`src/rtl/io_bus_master.sv`:
```
`timescale 1ns/1ps
// io_bus_master
// Initiator for the 16-bit enable/strobe/din/dout/wait IO bus. One request
// becomes one transaction: raise the selected channel enable, strobe the
// command word, strobe req_len data words, then drop the enable.
//
// Ports
//   clk, rst        system clock, synchronous active-high reset
//   req_*           request handshake. req_valid/req_ready: a request is taken
//                   on any rising edge where both are high. req_ready is high
//                   only while idle, so requests arriving while busy are ignored.
//   wr_data/wr_valid/wr_ready
//                   write word source. wr_ready is a one-cycle pulse in the
//                   same cycle as the data strobe that consumes wr_data.
//   rd_data/rd_valid
//                   io_dout captured at each data strobe; rd_valid pulses
//                   the cycle after the strobe.
//   done/err        done pulses at the end of every transaction; err pulses
//                   alongside it on timeout or a reserved channel select.
//   busy            high whenever not idle
//   io_uio/io_fpga/io_osd
//                   registered channel enables, at most one high
//   io_strobe/io_din
//                   word strobe and the word driven with it (0 otherwise)
//   io_wait/io_dout responder stall and read word
//   state_dbg       current FSM state
module io_bus_master #(
    parameter int SETUP   = 1,
    parameter int GAP     = 2,
    parameter int HOLD    = 1,
    parameter int TIMEOUT = 4095
) (
    input  logic        clk,
    input  logic        rst,
    input  logic        req_valid,
    output logic        req_ready,
    input  logic [1:0]  req_sel,
    input  logic [15:0] req_cmd,
    input  logic [7:0]  req_len,
    input  logic        req_wr,
    input  logic [15:0] wr_data,
    input  logic        wr_valid,
    output logic        wr_ready,
    output logic [15:0] rd_data,
    output logic        rd_valid,
    output logic        done,
    output logic        err,
    output logic        busy,
    output logic        io_uio,
    output logic        io_fpga,
    output logic        io_osd,
    output logic        io_strobe,
    output logic [15:0] io_din,
    input  logic        io_wait,
    input  logic [15:0] io_dout,
    output logic [2:0]  state_dbg
);

    // One shared counter times SETUP, GAP and HOLD; size it for the largest.
    localparam int PMAX0 = (SETUP > GAP) ? SETUP : GAP;
    localparam int PMAX  = (PMAX0 > HOLD) ? PMAX0 : HOLD;
    localparam int CW    = $clog2(PMAX + 1);
    localparam int TW    = $clog2(TIMEOUT + 1);

    localparam logic [CW-1:0] SETUP_LAST = CW'(SETUP - 1);
    localparam logic [CW-1:0] GAP_LAST   = CW'(GAP - 1);
    localparam logic [CW-1:0] HOLD_LAST  = CW'(HOLD - 1);
    localparam logic [TW-1:0] TMO_LAST   = TW'(TIMEOUT - 1);

    typedef enum logic [2:0] {
        S_IDLE  = 3'd0,
        S_SETUP = 3'd1,
        S_CMD   = 3'd2,
        S_GAP   = 3'd3,
        S_DATA  = 3'd4,
        S_HOLD  = 3'd5
    } state_t;

    state_t        state;
    logic [CW-1:0] cnt;
    logic [TW-1:0] tcnt;
    logic [15:0]   cmd_q;
    logic [7:0]    rem;
    logic          wr_q;
    logic [2:0]    en;     // {osd, fpga, uio}
    logic          cmd_fire;
    logic          data_fire;

    // The strobe has to land in the very cycle the responder stops stalling
    // (and, for writes, the cycle the host offers a word), so strobe, din and
    // wr_ready are decoded from the current state and inputs rather than
    // registered.
    assign cmd_fire  = (state == S_CMD) && !io_wait;
    assign data_fire = (state == S_DATA) && !io_wait && (!wr_q || wr_valid);

    assign io_strobe = cmd_fire || data_fire;
    assign io_din    = cmd_fire              ? cmd_q   :
                       (data_fire && wr_q)   ? wr_data : 16'h0000;
    assign wr_ready  = data_fire && wr_q;

    assign req_ready = (state == S_IDLE);
    assign busy      = (state != S_IDLE);
    assign io_uio    = en[0];
    assign io_fpga   = en[1];
    assign io_osd    = en[2];
    assign state_dbg = state;

    always_ff @(posedge clk) begin
        if (rst) begin
            state    <= S_IDLE;
            cnt      <= '0;
            tcnt     <= '0;
            cmd_q    <= 16'h0000;
            rem      <= 8'd0;
            wr_q     <= 1'b0;
            en       <= 3'b000;
            done     <= 1'b0;
            err      <= 1'b0;
            rd_valid <= 1'b0;
            rd_data  <= 16'h0000;
        end else begin
            done     <= 1'b0;
            err      <= 1'b0;
            rd_valid <= 1'b0;

            case (state)
                S_IDLE: begin
                    cnt  <= '0;
                    tcnt <= '0;
                    if (req_valid) begin
                        cmd_q <= req_cmd;
                        rem   <= req_len;
                        wr_q  <= req_wr;
                        if (req_sel == 2'd3) begin
                            // Reserved channel: finish immediately, never
                            // touch an enable.
                            done <= 1'b1;
                            err  <= 1'b1;
                        end else begin
                            en    <= 3'b001 << req_sel;
                            state <= S_SETUP;
                        end
                    end
                end

                S_SETUP: begin
                    if (cnt == SETUP_LAST) begin
                        cnt   <= '0;
                        state <= S_CMD;
                    end else begin
                        cnt <= cnt + 1'b1;
                    end
                end

                S_CMD: begin
                    if (io_wait) begin
                        if (tcnt == TMO_LAST) begin
                            en    <= 3'b000;
                            done  <= 1'b1;
                            err   <= 1'b1;
                            tcnt  <= '0;
                            state <= S_IDLE;
                        end else begin
                            tcnt <= tcnt + 1'b1;
                        end
                    end else begin
                        // Command strobe; io_dout is not reported for it.
                        tcnt  <= '0;
                        cnt   <= '0;
                        state <= S_GAP;
                    end
                end

                S_GAP: begin
                    if (cnt == GAP_LAST) begin
                        cnt   <= '0;
                        state <= (rem != 8'd0) ? S_DATA : S_HOLD;
                    end else begin
                        cnt <= cnt + 1'b1;
                    end
                end

                S_DATA: begin
                    if (io_wait) begin
                        if (tcnt == TMO_LAST) begin
                            en    <= 3'b000;
                            done  <= 1'b1;
                            err   <= 1'b1;
                            tcnt  <= '0;
                            state <= S_IDLE;
                        end else begin
                            tcnt <= tcnt + 1'b1;
                        end
                    end else begin
                        // A missing write word stalls here without timing
                        // out; only responder stalls count.
                        tcnt <= '0;
                        if (data_fire) begin
                            rd_data  <= io_dout;
                            rd_valid <= 1'b1;
                            rem      <= rem - 8'd1;
                            cnt      <= '0;
                            state    <= S_GAP;
                        end
                    end
                end

                S_HOLD: begin
                    if (cnt == HOLD_LAST) begin
                        cnt   <= '0;
                        en    <= 3'b000;
                        done  <= 1'b1;
                        state <= S_IDLE;
                    end else begin
                        cnt <= cnt + 1'b1;
                    end
                end

                default: begin
                    en    <= 3'b000;
                    state <= S_IDLE;
                end
            endcase
        end
    end

endmodule

```
`config.mk`:
```
export PLATFORM = sky130hd
export DESIGN_NAME = io_bus_master
export DESIGN_NICKNAME = d
export VERILOG_FILES = /design/src/rtl/io_bus_master.sv
export SDC_FILE = /design/constraint.sdc
export NUM_CORES = 1
export LEC_CHECK = 0
export CORE_UTILIZATION = 46
export DETAILED_ROUTE_END_ITERATION = 10
export GPL_TIMING_DRIVEN = 0
export PLACE_DENSITY = 0.81
export SYNTH_ARGS = -nofsm -noshare
export SYNTH_HDL_FRONTEND = slang
export SYNTH_SLANG_ARGS = --single-unit
```
`constraint.sdc`:
```
create_clock -name clk -period 2.7 [get_ports clk]
set_clock_uncertainty 0.1 [all_clocks]
set_input_delay 0.405 -clock clk [delete_from_list [all_inputs] [get_ports clk]]
set_output_delay 0.405 -clock clk [all_outputs]
set_load 0.05 [all_outputs]
```
==> results of run 1 <==
-- sequential cells by signal (all words and copies together), names as in the netlist --
register   cells
cmd_q         16
rem            8
rd_data       16
wr_q           1
tcnt          12
err            1
done           1
en             3
rd_valid       1
cnt            2
state_dbg      3
-- placed cells by master (no fill, tap or decap), types with 10 or more instances in the layout --
cell / n
sky130_fd_sc_hd__clkdlybuf4s50_1: 89
sky130_fd_sc_hd__nand2_1: 83
sky130_fd_sc_hd__dfxtp_1: 63
sky130_fd_sc_hd__a21oi_1: 52
sky130_fd_sc_hd__clkbuf_1: 22
sky130_fd_sc_hd__nor3_1: 15
sky130_fd_sc_hd__buf_2: 13
sky130_fd_sc_hd__o21ai_0: 13
sky130_fd_sc_hd__nor2_1: 11
sky130_fd_sc_hd__clkbuf_8: 11
sky130_fd_sc_hd__inv_1: 10
sky130_fd_sc_hd__a22o_2: 10
-- per-stage QoR --
step	instance area (sq um)	utilization, %
6_report	4530	69.7
3_5_place_dp	4360	67.1
5_1_grt	4530	69.7
3_3_place_gp	4360	67.1
2_1_floorplan	3190	-
4_1_cts	4540	69.8
-- power groups by stage --
stage	combinational, W	clock (W)	sequential [W]
finish	0.00106	0.000831	0.00112
detailed placement	0.00104	0	0.00113
floorplan	0.000640	0	0.00119
global route	0.00115	0.000887	0.00113
CTS	0.00105	0.000844	0.00112
global placement	0.00102	0	0.00113
-- final timing paths --
kind,from,end,slack [ns],cells after the start
max,state_dbg[1],io_din[5],0.09,5
min,rd_data[3],rd_data[3],0.36,2
max reg2reg,state_dbg[0],rem[2],0.50,6
min reg2reg,rd_data[3],rd_data[3],0.36,2
-- Yosys cell counts, types with 4 or more instances --
| cell type | number | share of area, % |
|---|---|---|
| sky130_fd_sc_hd__nand2_1 | 83 | 9.8 |
| sky130_fd_sc_hd__dfxtp_1 | 64 | 40 |
| sky130_fd_sc_hd__a21oi_1 | 52 | 8.2 |
| sky130_fd_sc_hd__clkbuf_1 | 23 | 2.7 |
| sky130_fd_sc_hd__a22o_1 | 16 | 4.4 |
| sky130_fd_sc_hd__nor3_1 | 15 | 2.4 |
| sky130_fd_sc_hd__o21ai_0 | 13 | 2.0 |
| sky130_fd_sc_hd__nor2_1 | 11 | 1.3 |
| sky130_fd_sc_hd__inv_1 | 10 | 1.2 |
| sky130_fd_sc_hd__nand2b_1 | 8 | 1.6 |
| sky130_fd_sc_hd__a21o_1 | 7 | 1.7 |
| sky130_fd_sc_hd__buf_2 | 7 | 1.1 |
| sky130_fd_sc_hd__xor2_1 | 7 | 1.9 |
| sky130_fd_sc_hd__a211oi_1 | 6 | 1.4 |
| sky130_fd_sc_hd__ha_1 | 6 | 2.4 |
| sky130_fd_sc_hd__nand3_1 | 6 | 0.95 |
| sky130_fd_sc_hd__or3_1 | 6 | 1.2 |
| sky130_fd_sc_hd__and2_1 | 5 | 0.98 |
| sky130_fd_sc_hd__and3_1 | 4 | 0.79 |
| sky130_fd_sc_hd__mux2i_1 | 4 | 1.3 |
| sky130_fd_sc_hd__nand4_1 | 4 | 0.79 |
| sky130_fd_sc_hd__or4_1 | 4 | 0.95 |
-- cell type report --
| cell class | count | area (sq um) |
|---|---|---|
| Tap cell | 77 | 96.3 |
| Inverter | 10 | 37.5 |
| Multi-Input combinational cell | 294 | 1760 |
| Clock buffer | 13 | 159 |
| Sequential cell | 64 | 1280 |
| Clock inverter | 3 | 40.0 |
| Buffer | 30 | 129 |
| Timing Repair Buffer | 109 | 1020 |
| Fill cell | 528 | 1970 |
-- cell families (layout without fill, tap and decap cells) --
| kind of cell | after synthesis | in the layout | synth area share [%] |
|---|---|---|---|
| multiplexers | 6 | 6 | 1.97 |
| XOR/XNOR | 9 | 9 | 2.48 |
| AO/OA/AOI/OAI | 107 | 107 | 21.0 |
| adder cells (fa/ha/maj) | 7 | 7 | 2.68 |
| buffers and inverters | 41 | 165 | 5.12 |
| flip-flops | 64 | 64 | 40.3 |
| AND/OR/NAND/NOR | 165 | 165 | 26.5 |
-- timing repair --
| action | CTS | global route |
|---|---|---|
| buffers inserted | 1 | 1 |
| gates cloned | 0 | 0 |
| gates resized for setup | 63 | 17 |
| endpoints found under the setup margin | 18 | 18 |
-- per-layer routing --
metal | track usage [%] | wire length, microns
met1 | 28.5 | 3700
met2 | 41.4 | 4190
met3 | 4.96 | 605
met4 | 10.5 | 149
met5 | 0 | 0
-- worst register-to-register path: stages (launching register included) --
cell and delay [ns]:
sky130_fd_sc_hd__dfxtp_1 0.36, sky130_fd_sc_hd__buf_2 0.21, sky130_fd_sc_hd__nor4b_4 0.58, sky130_fd_sc_hd__a21oi_1 0.23, sky130_fd_sc_hd__clkbuf_1 0.26, sky130_fd_sc_hd__o21ai_0 0.23
sky130_fd_sc_hd__a21oi_1 0.09
==> flow_summary.ini, run 1 <==
[global_routing]
largest_net_degree_at_the_start_of_global_routing = 11
grt_util_all_layers_pct = 23.9
grt_pass1_vias = 3060
grt.overflow.total = 0
initial_antenna_violation_count = 0
grt_pass1_wl_microns = 13900

[timing]
fmaxAchievable_mhz = 383
timing.setup.tns_ns = 0
report.final.slew_viol_count = 0
finalHoldViolations = 0
final.period_utilization_pct = 96.7
rsz0062_at_grt = false
setup_viol = 0
worstMarginPinSlew_ns = 0.745
finalWorstPathRequiredPeriod_ns = 2.61
worst_slew_margin_pct = 49.7
layout_setup_ws_ns = 0.0882
whs_ns = 0.358

[die]
core_area_sq_um = 6490
chipHeight_microns = 85.1
floorplan.die.width_microns = 85.1
rows = 29
initial_util_pct = 48.9
ios = 109
fp.dieArea_sq_um = 7240

[run]
timing.max_cap.violations = 0

[finish]
layout.cells.non_filler = 600
design.final.nets = 588
syn_to_final_growth_pct = 42.5
n_antenna_cell = 0
fraction_of_layout_instances_using_a_drive_strength_above_1_pct = 12.2

[setup_path]
cp_cell_sequence = clkbuf_4 -> nor4b_4 -> clkbuf_2 -> a22o_2 -> clkdlybuf4s15_2
worst-path-max-fanout = 10
worstSetupStartpointType = flip-flop
slowest_stage = sky130_fd_sc_hd__dfxtp_1
cp_data_arrival_time_ns = 2.11
critical_path_required_ns = 2.19
top_cell_family_by_delay_on_the_critical_path = buffers and inverters
critical-path-max-stage-delay_ns = 0.45
crit_buf_inv = 3
timing.critical_path.to_type = output pin
setup.worst_path.class = reg2out

[cts]
ctsLongestPathBuffers = 2
clk-insertion-delay-late_ns = 0.34
cts_clk_pin_slew_worst_paths_ns = 0.07
tritoncts.num_buffers = 9
h-tree-depth = 3
clockRootBuffer = sky130_fd_sc_hd__clkbuf_8
tritoncts_num_sinks = 64
tritoncts = built
cts_hold_buffers = 0

[detailed_routing]
detail_route.wl_per_cell_microns = 14.4
ant_nets = 0
drt_iter0_markers = 221
num_vias = 3288
routed_via_density = 5.48
post-route-drc-count = 0
finalWirelength_microns = 8640
drtPass1Iterations = 4

[logic_synthesis]
avg_cell_area_syn_sq_um = 7.96
synth.yosys.seq_area_share_pct = 40.3
number_of_enable_flip_flop_cells_after_synthesis = 0
synth-warning-count = 0
synthArstFlopShare_pct = 0
yosys_most_used_dff = sky130_fd_sc_hd__dfxtp_1
synth.net_count = 469
yosys.cell_types.count = 48
ys_seq_elements = 64
synthesis.instances = 399
synthesis.area_sq_um = 3180

[pwr]
vdd_ir_drop_max_mv = 0.298
p_sw_share_pct = 35.8
fin_total_pwr_w = 0.00300
internal-power_w = 0.00193
power.leakage_nw = 1.69
cellPowerDensity_nw_per_um2 = 664
clock_power_share_pct = 27.7
sequentialPowerShare_pct = 37.1
p_comb_share_pct = 35.2
total_switching_power_w = 0.00108

[outcome]
run_status = finished clean

[worst_hold_path]
holdCritPathClass = reg2reg

[placement]
dp_cells = 583
dp_hpwl_microns = 6220
gp_congestion = 0.916
placement.setup.worst_slack_ns = -0.518
buffer_ports.inserted = 107
(Power assumes the default switching activity.)
==> run 2, diff against run 1 <==
--- a/config.mk
+++ b/config.mk
@@ -8,7 +8,9 @@
 export CORE_UTILIZATION = 46
 export DETAILED_ROUTE_END_ITERATION = 10
 export GPL_TIMING_DRIVEN = 0
+export HOLD_SLACK_MARGIN = 0.03
 export PLACE_DENSITY = 0.81
+export SLEW_MARGIN = 0
 export SYNTH_ARGS = -nofsm -noshare
 export SYNTH_HDL_FRONTEND = slang
 export SYNTH_SLANG_ARGS = --single-unit
==> results of run 2 <==
No change in the layout: final DEF, timing and power equal those of run 1.
